File: config.mk
export PLATFORM = sky130hd
export DESIGN_NAME = uart8_rx_buffer
export DESIGN_NICKNAME = d
export VERILOG_FILES = /design/src/rtl/uart8_rx_buffer_pkg.sv /design/src/rtl/uart_byte_fifo.sv /design/src/rtl/uart8_rx_buffer.sv
export VERILOG_INCLUDE_DIRS = /design/src /design/src/rtl
export SDC_FILE = /design/constraint.sdc
export NUM_CORES = 1
export LEC_CHECK = 0
export ABC_AREA = 1
export CORE_MARGIN = 2
export CORE_UTILIZATION = 59
export DETAILED_ROUTE_END_ITERATION = 10
export PLACE_DENSITY_LB_ADDON = 0.15
export SYNTH_ARGS = -nofsm -noshare
export SYNTH_HDL_FRONTEND = slang
export SYNTH_SLANG_ARGS = --single-unit
File: constraint.sdc
create_clock -name clk -period 2.5 [get_ports clk]
set_clock_uncertainty 0.1 [all_clocks]
set_input_delay 0.25 -clock clk [delete_from_list [all_inputs] [get_ports clk]]
set_output_delay 0.25 -clock clk [all_outputs]
set_load 0.02 [all_outputs]
File: src/rtl/UartBuffer.vh
// Shared widths for the UART receive path.
`ifndef UART_BUFFER_VH
`define UART_BUFFER_VH
`define UART_DATA_W 8
`define UART_ERRCNT_W 8
`endif

File: src/rtl/uart8_rx_buffer_pkg.sv
// Common types and helpers for the UART receive buffer.
`include "UartBuffer.vh"

package uart8_rx_buffer_pkg;
  localparam int DATA_W   = `UART_DATA_W;
  localparam int ERRCNT_W = `UART_ERRCNT_W;
  localparam logic [ERRCNT_W-1:0] ERRCNT_MAX = '1;

  function automatic logic [ERRCNT_W-1:0] satInc(input logic [ERRCNT_W-1:0] v);
    return (v == ERRCNT_MAX) ? v : v + ERRCNT_W'(1);
  endfunction
endpackage

File: src/rtl/uart_byte_fifo.sv
// Synchronous first-word fall-through byte FIFO with wrap-bit pointers.
module uart_byte_fifo
  import uart8_rx_buffer_pkg::*;
#(
  parameter int DEPTH_LOG2 = 4
) (
  input  logic                  clk,
  input  logic                  reset,
  input  logic                  push,
  input  logic [DATA_W-1:0]     pushData,
  input  logic                  pop,
  output logic [DATA_W-1:0]     popData,
  output logic [DEPTH_LOG2:0]   count,
  output logic                  full,
  output logic                  empty
);
  localparam int DEPTH = 2 ** DEPTH_LOG2;

  logic [DATA_W-1:0]   mem [DEPTH];
  logic [DEPTH_LOG2:0] wrPtr;
  logic [DEPTH_LOG2:0] rdPtr;
  logic                wrAccept;
  logic                rdAccept;

  // A push at full is still taken when the head leaves in the same cycle.
  assign wrAccept = push && (!full || pop);
  assign rdAccept = pop && !empty;

  always_ff @(posedge clk) begin
    if (reset) begin
      wrPtr <= '0;
      rdPtr <= '0;
    end else begin
      if (wrAccept) wrPtr <= wrPtr + 1'b1;
      if (rdAccept) rdPtr <= rdPtr + 1'b1;
    end
  end

  always_ff @(posedge clk) begin
    if (wrAccept) mem[wrPtr[DEPTH_LOG2-1:0]] <= pushData;
  end

  assign empty   = (wrPtr == rdPtr);
  assign full    = (wrPtr[DEPTH_LOG2-1:0] == rdPtr[DEPTH_LOG2-1:0]) &&
                   (wrPtr[DEPTH_LOG2] != rdPtr[DEPTH_LOG2]);
  assign count   = wrPtr - rdPtr;
  assign popData = empty ? '0 : mem[rdPtr[DEPTH_LOG2-1:0]];
endmodule

File: src/rtl/uart8_rx_buffer.sv
// Buffers UART receiver done/err/out pulses into a valid/ready byte stream with status.
module uart8_rx_buffer
  import uart8_rx_buffer_pkg::*;
#(
  parameter int DEPTH_LOG2 = 4
) (
  input  logic                  clk,
  input  logic                  reset,
  input  logic                  rxDone,
  input  logic                  rxErr,
  input  logic [DATA_W-1:0]     rxData,
  output logic [DATA_W-1:0]     dataOut,
  output logic                  dataValid,
  input  logic                  dataReady,
  output logic [DEPTH_LOG2:0]   count,
  output logic                  full,
  output logic                  overflow,
  output logic [ERRCNT_W-1:0]   errCount,
  input  logic                  clearStatus
);
  logic doneQ;
  logic errQ;
  logic push;
  logic pop;
  logic errEdge;
  logic overflowEvent;
  logic empty;

  // Edge registers reset high so a level already asserted at release is ignored.
  always_ff @(posedge clk) begin
    if (reset) begin
      doneQ <= 1'b1;
      errQ  <= 1'b1;
    end else begin
      doneQ <= rxDone;
      errQ  <= rxErr;
    end
  end

  assign push          = rxDone && !doneQ;
  assign errEdge       = rxErr && !errQ;
  assign pop           = dataValid && dataReady;
  assign overflowEvent = push && full && !pop;
  assign dataValid     = !empty;

  uart_byte_fifo #(.DEPTH_LOG2(DEPTH_LOG2)) fifo (
    .clk      (clk),
    .reset    (reset),
    .push     (push),
    .pushData (rxData),
    .pop      (pop),
    .popData  (dataOut),
    .count    (count),
    .full     (full),
    .empty    (empty)
  );

  // A status event in the same cycle as clearStatus takes priority over the clear.
  always_ff @(posedge clk) begin
    if (reset) begin
      overflow <= 1'b0;
      errCount <= '0;
    end else begin
      if (overflowEvent)    overflow <= 1'b1;
      else if (clearStatus) overflow <= 1'b0;

      if (errEdge)          errCount <= clearStatus ? ERRCNT_W'(1) : satInc(errCount);
      else if (clearStatus) errCount <= '0;
    end
  end
endmodule
==> results.toml <==
[route]
antenna_left = 0
post_drt_via_cell_ratio = 5.757
drc = 0
num_vias = 4882
drt_iter0_drc = 659
drtPass1Iterations = 7
routed_wl_um = 15610
routedWlPerCell_um = 18.40

[clock_network]
clock_latency_ns = 0.52
ctsHoldBuffers = 0
clock_sinks = 153
h-tree-depth = 4
clk_path_buf_depth = 2
clk_pin_slew_worst_paths_ns = 0.06
cts_tree = "yes"
cts_buffers = 17
root_buffer = "clkbuf_8"

[synth]
syn_inst = 627
synth_edf_count = 128
synth.area.top_cells = "edfxtp_1, nand2_1, nand3_1"
synthFlopType = "edfxtp_1"
synth_top_area_share_pct = 58.61
synth.avg_cell_area_sq_um = 10.46
async_flop_share_pct = 0
synth.largest_area_cell = "edfxtp_1"
synth_fp_nets = 652
yosysMostFrequentCell = "nand2_1"
synth_seq_cells = 153
ys_warn_count = 0
yosysUniqueCellTypes = 28
ys_seq_area_share_pct = 66.25
yosys-top-cells-count = "nand2_1, edfxtp_1, nand3_1"
synth_area_sq_um = 6558

[power]
leakagePower_nw = 3.013
vdd_drop_max_uv = 418.4
finalPower_mw = 6.374
switchingPower_mw = 1.686
seqPwrFrac_pct = 44.1
p_clk_share_pct = 39.3
power_frac_comb_pct = 16.6
sw_frac_of_total_pct = 26.45
cell_internal_pwr_mw = 4.688
powerDensity_nw_per_um2 = 794.0

[worst_setup_path]
rrSetupSlack_ns = 0.16
crit_type = "reg2out"
critPathSlowestCell = "dfxtp_4"
worstPathBufferInverterCount = 3
cp.required_ns = 2.15
cp.arrival_ns = 2.07
cp-start-kind = "flip-flop"
crit_chain = "inv_4 > buf_12 > nand2_1 > nand3_1 > nand3_1 > nand2_1 > nand2_1 > a21oi_1 > buf_2"
endpoint_kind = "primary output"
crit_fanout = 16
critPathTopFamily = "buffers and inverters"
cp_slowest_stage_delay_ns = 0.39
r2r_cells = 11
timing.rr.end = "fifo.mem[4][3]$_DFFE_PP_"
timing.rr.start = "fifo.wrPtr[3]$_SDFFE_PP0P_"
critPathMostFrequentCell = "nand2_1"

[hold_path]
hold_depth = 3
hold_path_class = "in2reg"
hold_path.startpoint = "rxDone"
whs_endpoint = "doneQ$_SDFF_PP1_"

[final_layout]
diodes = 0
post-route-util_pct = 74.05
nNetsFinal = 720
area_growth_pct = 22.42
final_layout_size_suffix_gt1_share_pct = 16.10

[global_routing]
grt_max_degree = 35
gr-total-overflow = 0
track_usage_pct = 26.79
antenna_found_initial = 0
grt_pass1_wl_um = 23530
grt_pass1_vias = 4621

[placement]
dp_hpwl_um = 9146
gp_congestion = 0.9356
io_buffer_count = 37

[floorplanning]
die_w_um = 109.4
die_h_um = 109.4
die_area_sq_um = 11970
start_util_pct = 60.49
placementRows = 38
ios = 38
core_area_sq_um = 10840

[timing]
setup_violations = 0
fin_setup_tns_ns = 0
finalHoldViolCount = 0
rsz0062_at_grt = "no"
period_share_pct = 96.64
max_freq_mhz = 413.9
max_slew_margin_pct = 53.09
slew_viol_final = 0
post-route-min-period_ns = 2.416
worst_pin_slew_ns = 0.7015

[run]
cap_violations = 0

[status]
status = "complete, no violations"
metal layers:
layer	GRT usage, %	routed length, um	vias up
li1	-	-	2281
met1	34.83	6211	2307
met2	44.44	7670	267
met3	6.876	1452	27
met4	8.228	271	0
met5	0	0	-
kinds of logic (layout without fill, tap and decap cells):
kind of cell / after synthesis / in the layout / share of synthesized area, %
and+or+nand+nor: 361 / 361 / 23.93
DFF: 153 / 153 / 66.25
buffers and inverters: 59 / 140 / 3.644
AOI/OAI and AO/OA: 34 / 34 / 2.652
adders and majority gates: 11 / 11 / 2.213
xor gates and xnor gates: 9 / 9 / 1.317
state kept, by name, summed over array words and instances, names as in the netlist, named ones only:
register / cells
fifo.mem: 128
errCount: 8
fifo.rdPtr: 5
fifo.wrPtr: 5
doneQ: 1
errQ: 1
overflow: 1
what timing repair did:
action,4_1_cts,5_1_grt
gates cloned,0,3
pin swaps,2,3
hold endpoints to repair,0,0
resized for setup,35,45
setup endpoints to repair,14,94
setup buffers,0,4
worst register-to-register path, stage by stage, from the launching register on:
cell,delay (ns)
dfxtp_1,0.46
ha_4,0.27
nand4_1,0.18
buf_4,0.15
nor2_4,0.04
nand2_4,0.11
nand2_8,0.05
buf_4,0.18
inv_4,0.09
nand2_2,0.11
nor2_1,0.11
buf_4,0.19
power groups by stage:
stage	combinational [mW]	sequential, mW	clock [mW]
4_1_cts	0.972	2.80	2.52
6_report	1.06	2.81	2.51
3_5_place_dp	0.983	2.86	0
2_1_floorplan	0.602	2.85	0
3_3_place_gp	0.965	2.85	0
5_1_grt	1.15	2.81	2.64
area by class of cell:
cell class,instances,area (sq um)
flip-flops and latches,153,4355
clock buffers,26,551.8
repair buffers,75,723.2
fillers,716,2813
clock inverters,6,45.04
well taps,140,175.2
inverters,33,128.9
multi-input cells,415,2048
how the worst max path moves through the flow:
stage                                    start                        to  slack (ns)  depth (start not counted)
floorplan           fifo.wrPtr[0]$_SDFFE_PP0P_  fifo.mem[7][0]$_DFFE_PP_        0.19                          7
global placement    fifo.rdPtr[1]$_SDFFE_PP0P_                dataOut[6]        0.09                          6
detailed placement  fifo.rdPtr[3]$_SDFFE_PP0P_                dataOut[6]        0.03                          6
CTS                                  flip-flop                dataOut[6]       -0.02                          9
global route                         flip-flop                dataOut[4]      0.0008                          9
finish                               flip-flop                dataOut[5]        0.08                          9
through the flow:
step / area, sq um / std cells / hold slack (ns) / setup WS, ns
3_3_place_gp: 7249 / 809 / 0.3667 / 0.08872
6_report: 8028 / 848 / 0.1825 / 0.08389
3_5_place_dp: 7249 / 809 / 0.3556 / 0.02667
5_1_grt: 8028 / 848 / 0.1829 / 0.0008069
4_1_cts: 7873 / 841 / 0.1712 / -0.01581
2_1_floorplan: 6558 / 627 / 0.2464 / 0.1860
cell usage in the layout (no fill, tap or decap), types with 2 or more instances in the layout:
master / netlist / layout
nand2_1: 196 / 196
edfxtp_1: 128 / 128
nand3_1: 112 / 111
inv_1: 30 / 29
buf_4: 0 / 27
a21oi_1: 24 / 24
nor2_1: 32 / 24
clkdlybuf4s50_1: 0 / 23
clkbuf_16: 0 / 22
dfxtp_1: 25 / 20
nand2_2: 7 / 7
nor2_2: 0 / 7
o21ai_0: 9 / 7
ha_1: 10 / 7
clkbuf_2: 0 / 6
buf_6: 0 / 6
xor2_1: 5 / 5
inv_4: 1 / 5
clkbuf_8: 0 / 5
nand4_1: 4 / 4
nor3_1: 4 / 4
xnor2_1: 3 / 3
ha_4: 0 / 3
dfxtp_2: 0 / 3
buf_2: 12 / 3
buf_12: 0 / 3
nor2_4: 1 / 2
nand3b_1: 2 / 2
dfxtp_4: 0 / 2
clkinv_4: 0 / 2
clkbuf_1: 13 / 2
dlygate4sd2_1: 0 / 2
(Power assumes the default switching activity.)
